[src/rtl/seq_div16.sv]
// seq_div16: 16-bit by 8-bit unsigned restoring divider, one quotient bit per clock.
// Results are registered and update only on the FIN edge; divide-by-zero skips the
// iteration phase and reports a saturated quotient with the low dividend byte as remainder.
`timescale 1ns/1ps
module seq_div16 (
  input  logic        clk,
  input  logic        rst,
  input  logic        start,
  input  logic [15:0] dividend,
  input  logic [7:0]  divisor,
  output logic        busy,
  output logic        done,
  output logic [15:0] quotient,
  output logic [7:0]  remainder,
  output logic        div_by_zero
);

  typedef enum logic [1:0] {IDLE, CALC, FIN} state_t;

  state_t      state_reg;
  logic [15:0] work_reg;   // dividend bits shift out the top, quotient bits shift in at the bottom
  logic [7:0]  dsr_reg;    // captured divisor
  logic [8:0]  prem_reg;   // partial remainder, one bit wider than the divisor
  logic [4:0]  cnt_reg;    // iteration counter, 0..15 during CALC

  logic [9:0]  trial;
  logic        trial_ok;

  // Trial subtraction of one restoring step. Because the partial remainder is always
  // below the divisor, the shifted value stays under 512 and bit 9 is a clean sign bit.
  always_comb begin
    trial    = {prem_reg, work_reg[15]} - {2'b00, dsr_reg};
    trial_ok = ~trial[9];
  end

  // Control FSM, datapath iteration and registered result outputs.
  always_ff @(posedge clk or posedge rst) begin
    if (rst) begin
      state_reg   <= IDLE;
      work_reg    <= '0;
      dsr_reg     <= '0;
      prem_reg    <= '0;
      cnt_reg     <= '0;
      busy        <= 1'b0;
      done        <= 1'b0;
      quotient    <= '0;
      remainder   <= '0;
      div_by_zero <= 1'b0;
    end else begin
      done <= 1'b0;
      case (state_reg)
        IDLE: begin
          if (start) begin
            work_reg  <= dividend;
            dsr_reg   <= divisor;
            prem_reg  <= '0;
            cnt_reg   <= '0;
            busy      <= 1'b1;
            state_reg <= (divisor == 8'd0) ? FIN : CALC;
          end
        end
        CALC: begin
          if (trial_ok) begin
            prem_reg <= trial[8:0];
            work_reg <= {work_reg[14:0], 1'b1};
          end else begin
            prem_reg <= {prem_reg[7:0], work_reg[15]};
            work_reg <= {work_reg[14:0], 1'b0};
          end
          cnt_reg <= cnt_reg + 5'd1;
          if (cnt_reg == 5'd15) begin
            state_reg <= FIN;
          end
        end
        FIN: begin
          done <= 1'b1;
          busy <= 1'b0;
          if (dsr_reg == 8'd0) begin
            // work_reg still holds the untouched dividend here
            quotient    <= 16'hFFFF;
            remainder   <= work_reg[7:0];
            div_by_zero <= 1'b1;
          end else begin
            quotient    <= work_reg;
            remainder   <= prem_reg[7:0];
            div_by_zero <= 1'b0;
          end
          state_reg <= IDLE;
        end
        default: begin
          state_reg <= IDLE;
        end
      endcase
    end
  end

endmodule

[config.mk]
export PLATFORM = sky130hd
export DESIGN_NAME = seq_div16
export DESIGN_NICKNAME = d
export VERILOG_FILES = /design/src/rtl/seq_div16.sv
export SDC_FILE = /design/constraint.sdc
export NUM_CORES = 1
export LEC_CHECK = 0
export BUFFER_PORTS_ARGS = -buffer_cell sky130_fd_sc_hd__buf_2
export CORE_MARGIN = 2
export CORE_UTILIZATION = 50
export DETAILED_ROUTE_END_ITERATION = 12
export GPL_TIMING_DRIVEN = 1
export PLACE_DENSITY = 0.76
export SLEW_MARGIN = 20
export SYNTH_ARGS = -nofsm -noshare
export SYNTH_HDL_FRONTEND = slang
export SYNTH_SLANG_ARGS = --single-unit
[constraint.sdc]
create_clock -name clk -period 2.3 [get_ports clk]
set_clock_uncertainty 0.1 [all_clocks]
set_input_delay 0.46 -clock clk [delete_from_list [all_inputs] [get_ports clk]]
set_output_delay 0.46 -clock clk [all_outputs]
set_load 0.01 [all_outputs]
## Word level (Yosys, flattened, before mapping)

Index checks and enable logic that the tools add are counted.
Widths: inputs -> output; s select.

- Memories kept: 0
- Flip-flop bits (word level): 67
- Latch bits: 0
- RAM bits: 0
- Bits in read-only memories: 0

- Shift operators: 0
- $lt $le $gt $ge: 0
- Multipliers: 0
- Equality and inequality tests: 5
- Mux-type cells: 18
- Bitwise logic cells: 0
- Reductions and logical operators: 9
- Div/mod/pow operators: 0
- Add/sub/neg operators: 2

Operator list:

| operator | number |
|---|---|
| $mux 16 | 2 |
| $pmux 16 s2 | 1 |
| $mux 9 | 2 |
| $pmux 9 s2 | 1 |
| $logic_not 8->1 | 2 |
| $pmux 5 s2 | 1 |
| $sub 10x8->10 | 1 |
| $mux 8 | 1 |
| $reduce_and 2->1 | 4 |
| $mux 2 | 3 |
| $add 5x1->5 const B | 1 |
| $eq 5x4->1 const B | 1 |
| $mux 5 | 1 |
| $mux 1 | 4 |
| $ne 2x2->1 const B | 2 |
| $pmux 2 s2 | 1 |
| $reduce_bool 2->1 | 2 |
| $eq 2x1->1 const B | 1 |
| $eq 2x2->1 const B | 1 |
| $logic_not 2->1 | 1 |
| $pmux 1 s2 | 1 |

## Longest topological paths before layout

- Depth after elaboration: 4
- Gate-level depth with buffers: 9
- Mapped depth without buffers: 9

## Worst setup path after synthesis

No wires, ideal clock.

- Path kind: register to register
- Start: reg prem_reg[6]
- End: reg prem_reg[0]
- Stages on the path, launching flop included: 8
- Period minus slack after synthesis: 2.112 ns
- Slack: 0.188 ns
- Arrival time: 1.938 ns
- Data required time: 2.126 ns
- Path through: dfrtp_1 ha_1 nand3_2 a211oi_2 nor2_4 xnor2_4 mux2_4 o21ai_2

- Cells in the longest elaborated chain, start to end: 3

Ends and longest elaborated chain:

| item | RTL line | source |
|---|---|---|
| start, declared | 23 | `logic [8:0] prem_reg;` |
| start signal, assigned | 64 | `prem_reg <= trial[8:0];` |
| start signal, assigned | 67 | `prem_reg <= {prem_reg[7:0], work_reg[15]};` |
| $sub 10x8->10 | 32 | `trial = {prem_reg, work_reg[15]} - {2'b00, dsr_reg};` |
| $mux 9 | 63 | `if (trial_ok) begin` |
| $pmux 9 s2 | 51 | `case (state_reg)` |

No other way between the ends.
A chain may end at the register's enable or synchronous reset.

## Final worst setup path

- Start: reg prem_reg[3]
- End: reg prem_reg[5]

The elaborated chain is that of the path after synthesis.

==> results_dict.tcl <==
set metrics [dict create \
    wl_met3_um 409 \
    die_h_um 83.9 \
    vias 2541 \
    grt.total_usage_pct 21.0 \
    drc 0 \
    powerDensity_nw_per_um2 1650 \
    required_ns 2.40 \
    cts_tree "done" \
    p_clk_share_pct 14.3 \
    area_growth_pct 22.4 \
    ir_drop_v 0.00134 \
    drtIter0Drc 150 \
    start_util_pct 50.9 \
    dr.pass1.iters 4 \
    timing.final.crit_share_pct 95.8 \
    r2r_start "prem_reg[3]" \
    yosys-top-cells-count "dfrtp_1 (67), nand2_1 (60), o21ai_0 (23), o22a_1 (16)" \
    syn_area_per_cell_sq_um 10.4 \
    synth_edf_count 0 \
    synth_mux_area_share_pct 5.52 \
    synth_top_family_by_area "compound AO/OA/AOI/OAI gates" \
    wl_met1_um 3210 \
    maxUsedRoutingLayer "met4" \
    critical_path_class "flop to flop" \
    synth_cells 308 \
    io_buffer_count 53 \
    arrival_ns 2.31 \
    yosysSeqAreaShare_pct 52.5 \
    setup-violations-final 0 \
    end_kind "flop" \
    synth_xor_area_share_pct 1.96 \
    hold_viol 0 \
    overflow 0 \
    dp_hpwl_um 4950 \
    synth-async-reset-ratio_pct 100 \
    reg2regPathDepth 8 \
    final_util_pct 62.3 \
    htreeDepth 3 \
    synthFlopType "dfrtp_1" \
    design.portCount 54 \
    r2r-end "prem_reg[5]" \
    grt_max_degree 68 \
    ys_types 43 \
    pwr-share-seq_pct 32.6 \
    yosys-top-cells-area "dfrtp_1 (52%), nand2_1 (7.0%), mux2i_1 (4.7%)" \
    pwr-share-comb_pct 53.1 \
    antenna_found_initial 0 \
    power_switching_w 0.00263 \
    grt_pass1_wl_um 11700 \
    yosys.area_share.adder_pct 4.54 \
    tightest_slew_ns 0.727 \
    drt_wl_total_um 7240 \
    hold_ws_ns 0.0784 \
    synth_top_area_share_pct 52.5 \
    synthSimpleGateAreaFrac_pct 14.3 \
    cp_max_fo 4 \
    max_freq_mhz 454 \
    p_leak_nw 1.93 \
    start_kind "flop" \
    drv_cap 0 \
    synth-compound-area-share_pct 17.7 \
    yosysWarnings 0 \
    die_area_sq_um 7050 \
    cts_sinks 67 \
    root_buffer "clkbuf_8" \
    insertion_delay_ns 0.35 \
    ys_ff_latch 67 \
    status "finished, final reports clean" \
    p_int_w 0.00384 \
    viasPerCell 5.55 \
    yosysTopAreaCell "dfrtp_1" \
    syn-cell-area_sq_um 3200 \
    cts.clk_slew.worst_paths_ns 0.07 \
    grt_pass1_vias 2443 \
    hold_class "input port to asynchronous set/reset pin" \
    cts_buffers 9 \
    fin_nets 415 \
    rsz0062_at_grt "yes" \
    synth_most_common_cell "dfrtp_1" \
    die_x_um 83.9 \
    period_needed_ns 2.20 \
    wl_per_cell_um 15.8 \
    ant_nets 0 \
    num_antenna_cells 0 \
    setup-tns-final_ns 0 \
    placementRows 29 \
    wl_met2_um 3530 \
    report.final.slew_viol_count 0 \
    cts.path.max_buffers 2 \
    cts_hold_buf 0 \
    synth_nets 346 \
    core_area_sq_um 6280 \
    slew_headroom_pct 51.5 \
    power_switching_share_pct 40.6 \
    rrSetupSlack_ns 0.1 \
    drive_above_1_share_pct 27.6 \
    place_congestion 1.04 \
]
routing by layer:
layer	vias up	track usage, %
li1	1232	-
met1	1225	28.6
met2	76	31.7
met3	8	6.13
met4	0	8.50
met5	-	0
area by class of cell:
type | count | area (sq um)
multi-input cells | 216 | 1500
clock buffers | 10 | 128
well taps | 77 | 96.3
repair buffers | 70 | 405
inverters | 13 | 48.8
clock inverters | 5 | 55.1
flip-flops and latches | 67 | 1680
fillers | 510 | 2370
per-stage QoR:
step	cell area [sq um]	instances	total power [W]	worst slack, ns
after floorplan	3200	308	0.00435	0.0568
after global placement	3600	438	0.00500	0.103
after detailed placement	3600	438	0.00510	0.0176
after CTS	3790	453	0.00605	0.00283
after global routing	3910	458	0.00695	-0.0440
final	3910	458	0.00647	0.0958
worst max path at each step:
stage,start,to,slack (ns),cells past startpoint
final,prem_reg[3],prem_reg[5],0.1,8
after floorplan,rst,busy,0.06,1
after global placement,prem_reg[6],prem_reg[0],0.10,7
after global routing,dsr_reg[4],prem_reg[0],-0.04,9
after detailed placement,dsr_reg[7],prem_reg[0],0.02,8
after CTS,dsr_reg[7],prem_reg[0],0.003,8
cell usage in the layout (no fill, tap or decap), types with 3 or more instances in the layout:
cell type	netlist	layout
xnor2_1	4	4
nor2_1	11	11
o21ai_0	23	23
mux2i_1	15	15
clkbuf_8	0	9
nand2b_1	3	3
nand3_1	11	11
buf_4	0	16
nand2_1	60	60
ha_4	0	5
o22a_1	16	16
dfrtp_1	67	67
a21oi_1	7	6
o21ai_1	6	6
buf_2	2	53
ha_1	10	4
inv_1	12	10
a22oi_1	15	15
timing repair:
action,in CTS,in global routing
endpoints found under the setup margin,0,9
setup buffers,0,5
resized for setup,0,13
cells by family after synthesis:
group | after synthesis
AOI/OAI and AO/OA | 82
xor gates and xnor gates | 5
adders and majority gates | 11
buffers and inverters | 25
DFF | 67
muxes | 17
and+or+nand+nor | 101
critical path: stages (launching register included):
cell      delay [ns]
dfrtp_1         0.41
ha_1            0.35
o211ai_1        0.18
a211oi_4        0.25
nor2_4          0.09
xnor2_4         0.19
buf_4           0.17
mux2i_1         0.25
o21ai_1         0.08
power groups by stage:
stage / logic (W) / clock network [W] / registers [W]
2_1_floorplan: 0.00229 / 0 / 0.00207
3_3_place_gp: 0.00290 / 0 / 0.00210
3_5_place_dp: 0.00299 / 0 / 0.00211
4_1_cts: 0.00301 / 0.000951 / 0.00209
5_1_grt: 0.00378 / 0.00100 / 0.00217
6_report: 0.00343 / 0.000927 / 0.00211
Note: power is estimated with default switching activity, not from simulation.
